--- src/rtl/vga_sync_gen.sv ---
`default_nettype none
// +----------------------------------------------------------------------------+
// | Module      : vga_sync_gen                                                 |
// | Description : 640x480@60 VGA timing generator with combinational fetch     |
// |               coordinates and a two-stage registered sync/colour pipeline. |
// | Revision    : 1.0 - initial release                                        |
// +----------------------------------------------------------------------------+
module vga_sync_gen #(
    parameter int   H_ACTIVE = 640,
    parameter int   H_FP     = 16,
    parameter int   H_SYNC   = 96,
    parameter int   H_BP     = 48,
    parameter int   V_ACTIVE = 480,
    parameter int   V_FP     = 10,
    parameter int   V_SYNC   = 2,
    parameter int   V_BP     = 33,
    parameter logic SYNC_POL = 1'b0
) (
    input  logic       clk,
    input  logic       rst_n,
    input  logic [7:0] rgb_in,
    output logic [9:0] fetch_x,
    output logic [9:0] fetch_y,
    output logic       fetch_en,
    output logic       hsync,
    output logic       vsync,
    output logic [7:0] rgb_out,
    output logic       video_on,
    output logic       frame_start,
    output logic       line_start
);

    localparam int c_H_TOTAL = H_ACTIVE + H_FP + H_SYNC + H_BP;
    localparam int c_V_TOTAL = V_ACTIVE + V_FP + V_SYNC + V_BP;

    // Compare constants are one bit wider so a 1024-wide total still fits.
    localparam logic [10:0] c_H_LAST   = 11'(c_H_TOTAL - 1);
    localparam logic [10:0] c_H_ACT    = 11'(H_ACTIVE);
    localparam logic [10:0] c_HS_BEGIN = 11'(H_ACTIVE + H_FP);
    localparam logic [10:0] c_HS_END   = 11'(H_ACTIVE + H_FP + H_SYNC);
    localparam logic [10:0] c_V_LAST   = 11'(c_V_TOTAL - 1);
    localparam logic [10:0] c_V_ACT    = 11'(V_ACTIVE);
    localparam logic [10:0] c_VS_BEGIN = 11'(V_ACTIVE + V_FP);
    localparam logic [10:0] c_VS_END   = 11'(V_ACTIVE + V_FP + V_SYNC);

    logic [9:0]  r_h_cnt;
    logic [9:0]  r_v_cnt;
    logic [10:0] w_h_ext;
    logic [10:0] w_v_ext;
    logic        w_h_last;
    logic        w_v_last;
    logic        w_h_act;
    logic        w_v_act;
    logic        w_hs_act;
    logic        w_vs_act;

    logic        r_s1_en;
    logic        r_s1_hs;
    logic        r_s1_vs;
    logic        r_s1_frame;
    logic        r_s1_line;

    logic        r_hsync;
    logic        r_vsync;
    logic [7:0]  r_rgb;
    logic        r_video_on;
    logic        r_frame_start;
    logic        r_line_start;

    assign w_h_ext  = {1'b0, r_h_cnt};
    assign w_v_ext  = {1'b0, r_v_cnt};
    assign w_h_last = (w_h_ext == c_H_LAST);
    assign w_v_last = (w_v_ext == c_V_LAST);
    assign w_h_act  = (w_h_ext < c_H_ACT);
    assign w_v_act  = (w_v_ext < c_V_ACT);
    assign w_hs_act = (w_h_ext >= c_HS_BEGIN) && (w_h_ext < c_HS_END);
    assign w_vs_act = (w_v_ext >= c_VS_BEGIN) && (w_v_ext < c_VS_END);

    assign fetch_x  = r_h_cnt;
    assign fetch_y  = r_v_cnt;
    assign fetch_en = w_h_act && w_v_act;

    always_ff @(posedge clk) begin
        if (!rst_n) begin
            r_h_cnt <= 10'd0;
            r_v_cnt <= 10'd0;
        end else if (w_h_last) begin
            r_h_cnt <= 10'd0;
            r_v_cnt <= w_v_last ? 10'd0 : r_v_cnt + 10'd1;
        end else begin
            r_h_cnt <= r_h_cnt + 10'd1;
        end
    end

    // Stage 1 lines up the timing flags with the renderer's one-cycle fetch.
    always_ff @(posedge clk) begin
        if (!rst_n) begin
            r_s1_en    <= 1'b0;
            r_s1_hs    <= 1'b0;
            r_s1_vs    <= 1'b0;
            r_s1_frame <= 1'b0;
            r_s1_line  <= 1'b0;
        end else begin
            r_s1_en    <= fetch_en;
            r_s1_hs    <= w_hs_act;
            r_s1_vs    <= w_vs_act;
            r_s1_frame <= (r_h_cnt == 10'd0) && (r_v_cnt == 10'd0);
            r_s1_line  <= (r_h_cnt == 10'd0) && w_v_act;
        end
    end

    always_ff @(posedge clk) begin
        if (!rst_n) begin
            r_hsync       <= ~SYNC_POL;
            r_vsync       <= ~SYNC_POL;
            r_rgb         <= 8'h00;
            r_video_on    <= 1'b0;
            r_frame_start <= 1'b0;
            r_line_start  <= 1'b0;
        end else begin
            r_hsync       <= r_s1_hs ? SYNC_POL : ~SYNC_POL;
            r_vsync       <= r_s1_vs ? SYNC_POL : ~SYNC_POL;
            r_rgb         <= r_s1_en ? rgb_in : 8'h00;
            r_video_on    <= r_s1_en;
            r_frame_start <= r_s1_frame;
            r_line_start  <= r_s1_line;
        end
    end

    assign hsync       = r_hsync;
    assign vsync       = r_vsync;
    assign rgb_out     = r_rgb;
    assign video_on    = r_video_on;
    assign frame_start = r_frame_start;
    assign line_start  = r_line_start;

endmodule
`default_nettype wire

--- config.mk ---
export PLATFORM = sky130hd
export DESIGN_NAME = vga_sync_gen
export DESIGN_NICKNAME = d
export VERILOG_FILES = /design/src/rtl/vga_sync_gen.sv
export SDC_FILE = /design/constraint.sdc
export NUM_CORES = 1
export LEC_CHECK = 0
export BUFFER_PORTS_ARGS = -buffer_cell sky130_fd_sc_hd__buf_2
export CAP_MARGIN = 20
export CORE_UTILIZATION = 50
export DETAILED_ROUTE_END_ITERATION = 7
export PLACE_DENSITY = 0.77
export SLEW_MARGIN = 20
export SYNTH_ARGS = -nofsm -noshare
export SYNTH_HDL_FRONTEND = slang
export SYNTH_SLANG_ARGS = --single-unit
--- constraint.sdc ---
create_clock -name clk -period 1.9 [get_ports clk]
set_input_delay 0.38 -clock clk [delete_from_list [all_inputs] [get_ports clk]]
set_output_delay 0.38 -clock clk [all_outputs]
set_load 0.1 [all_outputs]
==> impl_metrics.ini <==
[status]
status = finished, violations left
violations_in_the_final_reports = design-rule violations

[route]
postRouteWirelength_microns = 3450
drt-initial-drc-count = 59
ant_nets = 0
post-route-drc-count = 6
via_count = 1392
drt-vias-per-instance = 5.70
drt-wirelength-per-cell_microns = 14.1
firstDrtPassIters = 6

[global_routing]
grt_most_used_layer = met2
grt_start_max_net_pins = 22
grt_pass1_wl_microns = 5770
initial_antenna_violation_count = 0
globalRouteOverflowTotal = 0
gr-usage-all-layers_pct = 22.9
groute.layer.met1.usage_pct = 29.0
globalRouteMet3Util_pct = 5.90
gr-usage-met2_pct = 36.9
first_global_vias = 1279

[synth]
synthesized_cell_area_sq_um = 1540
synth.ff_latch_count = 38
avgSynthCellArea_sq_um = 9.31
postSynth.topFlopCell = sky130_fd_sc_hd__dfxtp_1
yosysSeqAreaShare_pct = 49.5
async_reset_ff_share_pct = 0
count_of_different_cell_masters_after_synthesis = 31
syn_nets = 179
number_of_flops_mapped_to_enable_cells_by_yosys = 0
postSynthCellCount = 165
synth-warning-count = 0

[timing]
timing_worst_slew_pin_value_ns = 0.487
final-hold-violation-count = 0
setup_violations = 0
rsz_0062_raised_after_global_routing = no
hold_ws_ns = 0.268
final.setup.worst_slack_ns = 0.0939
max_clock_freq_mhz = 554
max-slew-margin-rel_pct = 67.8
skew_ns = 0.0148
setup-tns-final_ns = 0
timing.final.crit_period_ns = 1.81
report.final.slew_viol_count = 0
final_min_period_over_clock_period_pct = 95.1

[critical_path]
worstPathArrival_ns = 1.43
worst-setup-path-type = flop to primary output
critPathRequiredTime_ns = 1.52
crit_path_top_delay_cell = sky130_fd_sc_hd__dfxtp_2
slowest_delay_ns = 0.40
r2r.worst_path.cells = 5
critical-path-top-delay-family = flip-flops
critical_path_depth = 4
crit_path_cell_trace = o21ai_1, nand2_1, nor2_4, buf_12
crit_path_end_kind = primary output
worstSetupStartpointType = flop
critPathBufInv = 1
timing.critical_path.fanout_max = 8

[final_layout]
n_antenna_cell = 0
final.fill_count = 232
final_core_utilization_pct = 68.8
fin_nets = 226
seq_area_sq_um = 793
area_of_all_placed_cells_without_fillers_sq_um = 1950
drive_gt1_share_pct = 36.6
multiInputGateArea_sq_um = 749
fin_cells = 244
area_delta_synth_final_pct = 26.7

[hold_path]
min-delay-path-class = input pin to flop
worstHoldPathCells = 2

[floorplan]
top_level_ports = 44
die-height_microns = 57.4
x_dimension_of_the_die_microns = 57.4
core-area_sq_um = 2830
initial_core_util_pct = 54.3
core.rowCount = 19
floorplan_die_area_sq_um = 3300

[place]
hpwl_detailed_microns = 2410
globalplace.congestion = 0.827
portBuffers = 43
dpl-instance-area_sq_um = 1840
placedCellCount = 236
pre_cts_ws_ns = 0.119

[clocking]
cts.root.buffer_cell = sky130_fd_sc_hd__clkbuf_4
cts_num_sinks = 38
htree_num_levels = 2
cts.hold.buffers_added = 0
clock_tree.buffer_depth = 2
clkSlewWorstSetupHoldPaths_ns = 0.12
tritoncts.num_buffers = 5
insertion_delay_ns = 0.36
cts_tree = built

[power_and_ir_drop]
total_power_mw = 1.69
cellLeakagePower_nw = 0.860
vdd.ir_drop.worst_mv = 0.521
power.density_nw_per_um2 = 870

[job]
max_cap_viol_count = 0
## synth_stat cells (5+ instances only)
cell type                 number  share of area [%]
sky130_fd_sc_hd__nor2_1       17                4.2
sky130_fd_sc_hd__inv_1         5                1.2
sky130_fd_sc_hd__a21oi_1       9                2.9
sky130_fd_sc_hd__nand3_1       8                2.6
sky130_fd_sc_hd__nand2_1      10                2.4
sky130_fd_sc_hd__xor2_1        5                2.9
sky130_fd_sc_hd__and3_1       12                4.9
sky130_fd_sc_hd__xnor2_1       5                2.9
sky130_fd_sc_hd__nand4_1       7                2.9
sky130_fd_sc_hd__o21ai_0       5                1.6
sky130_fd_sc_hd__and2_1        5                2.0
sky130_fd_sc_hd__nor3_1        5                1.6
sky130_fd_sc_hd__dfxtp_1      38                 50
## report_power, final
group | total (mW) | leakage [nW] | switching [mW] | internal (mW)
sequential | 0.830 | 0.320 | 0.0132 | 0.817
combinational | 0.187 | 0.487 | 0.152 | 0.0350
clock | 0.677 | 0.0528 | 0.272 | 0.405
total | 1.69 | 0.860 | 0.437 | 1.26
## flip-flops by register name (all words and copies together) (netlist names)
register and cells:
vsync 1, r_s1_en 1, r_s1_vs 1, line_start 1, fetch_x 10, rgb_out 8
video_on 1, fetch_y 10, r_s1_line 1, hsync 1, r_s1_frame 1, r_s1_hs 1
frame_start 1
## cells in the final DEF, fill, tap and decap left out, drive strengths merged
| cell type | instances |
|---|---|
| and4 | 1 |
| nor3 | 6 |
| xnor2 | 5 |
| or4 | 2 |
| and3 | 12 |
| ha | 4 |
| nand4b | 4 |
| dfxtp | 38 |
| a21oi | 9 |
| nand3 | 8 |
| o31ai | 3 |
| clkinv | 1 |
| o41ai | 1 |
| or3 | 4 |
| o21ai | 6 |
| bufinv | 2 |
| buf | 45 |
| nor2 | 17 |
| xor2 | 5 |
| nand3b | 1 |
| nor3b | 1 |
| and2 | 5 |
| nand2 | 10 |
| nand2b | 1 |
| nand4 | 8 |
| inv | 5 |
| and3b | 1 |
| clkbuf | 5 |
| nor4 | 3 |
## area by class of cell
cell class	count	area share, %
Clock buffer	5	1.93
Inverter	5	0.964
Sequential cell	38	40.7
Timing Repair Buffer	45	12.6
Clock inverter	3	3.28
Tap cell	31	1.99
Multi-Input combinational cell	117	38.5
## kinds of logic (layout without fill, tap and decap cells)
family	Yosys count	in the layout	synth area share, %
buffers and inverters	10	58	2.77
adder cells (fa/ha/maj)	4	4	3.26
AND/OR/NAND/NOR	84	84	31.8
flip-flops	38	38	49.5
AO/OA/AOI/OAI	19	19	6.92
XOR/XNOR	10	10	5.70
## metal layers
layer  part of all wire, %  wire (microns)  vias up
li1                      -               -      683
met4                   2.6              90        0
met2                    47            1610       65
met1                    42            1460      630
met5                     0               0        -
met3                   8.3             286       14
## final timing paths
path	slack [ns]	start	to
setup / recovery	0.09	fetch_x[7]$_SDFF_PP0_	fetch_en
setup reg to reg	0.15	fetch_x[0]$_SDFF_PP0_	fetch_y[9]$_SDFFE_PN0N_
hold / removal	0.27	rgb_in[2]	rgb_out[2]$_SDFF_PN0_
hold reg to reg	0.37	r_s1_vs$_SDFF_PN0_	vsync$_SDFF_PN1_
## repair_timing
item | in CTS | in global routing
resized for setup | 0 | 2
endpoints found under the hold margin | 0 | 0
buffers inserted | 0 | 0
setup endpoints to repair | 0 | 3
No activity file was read; power rests on OpenSTA's default activity.
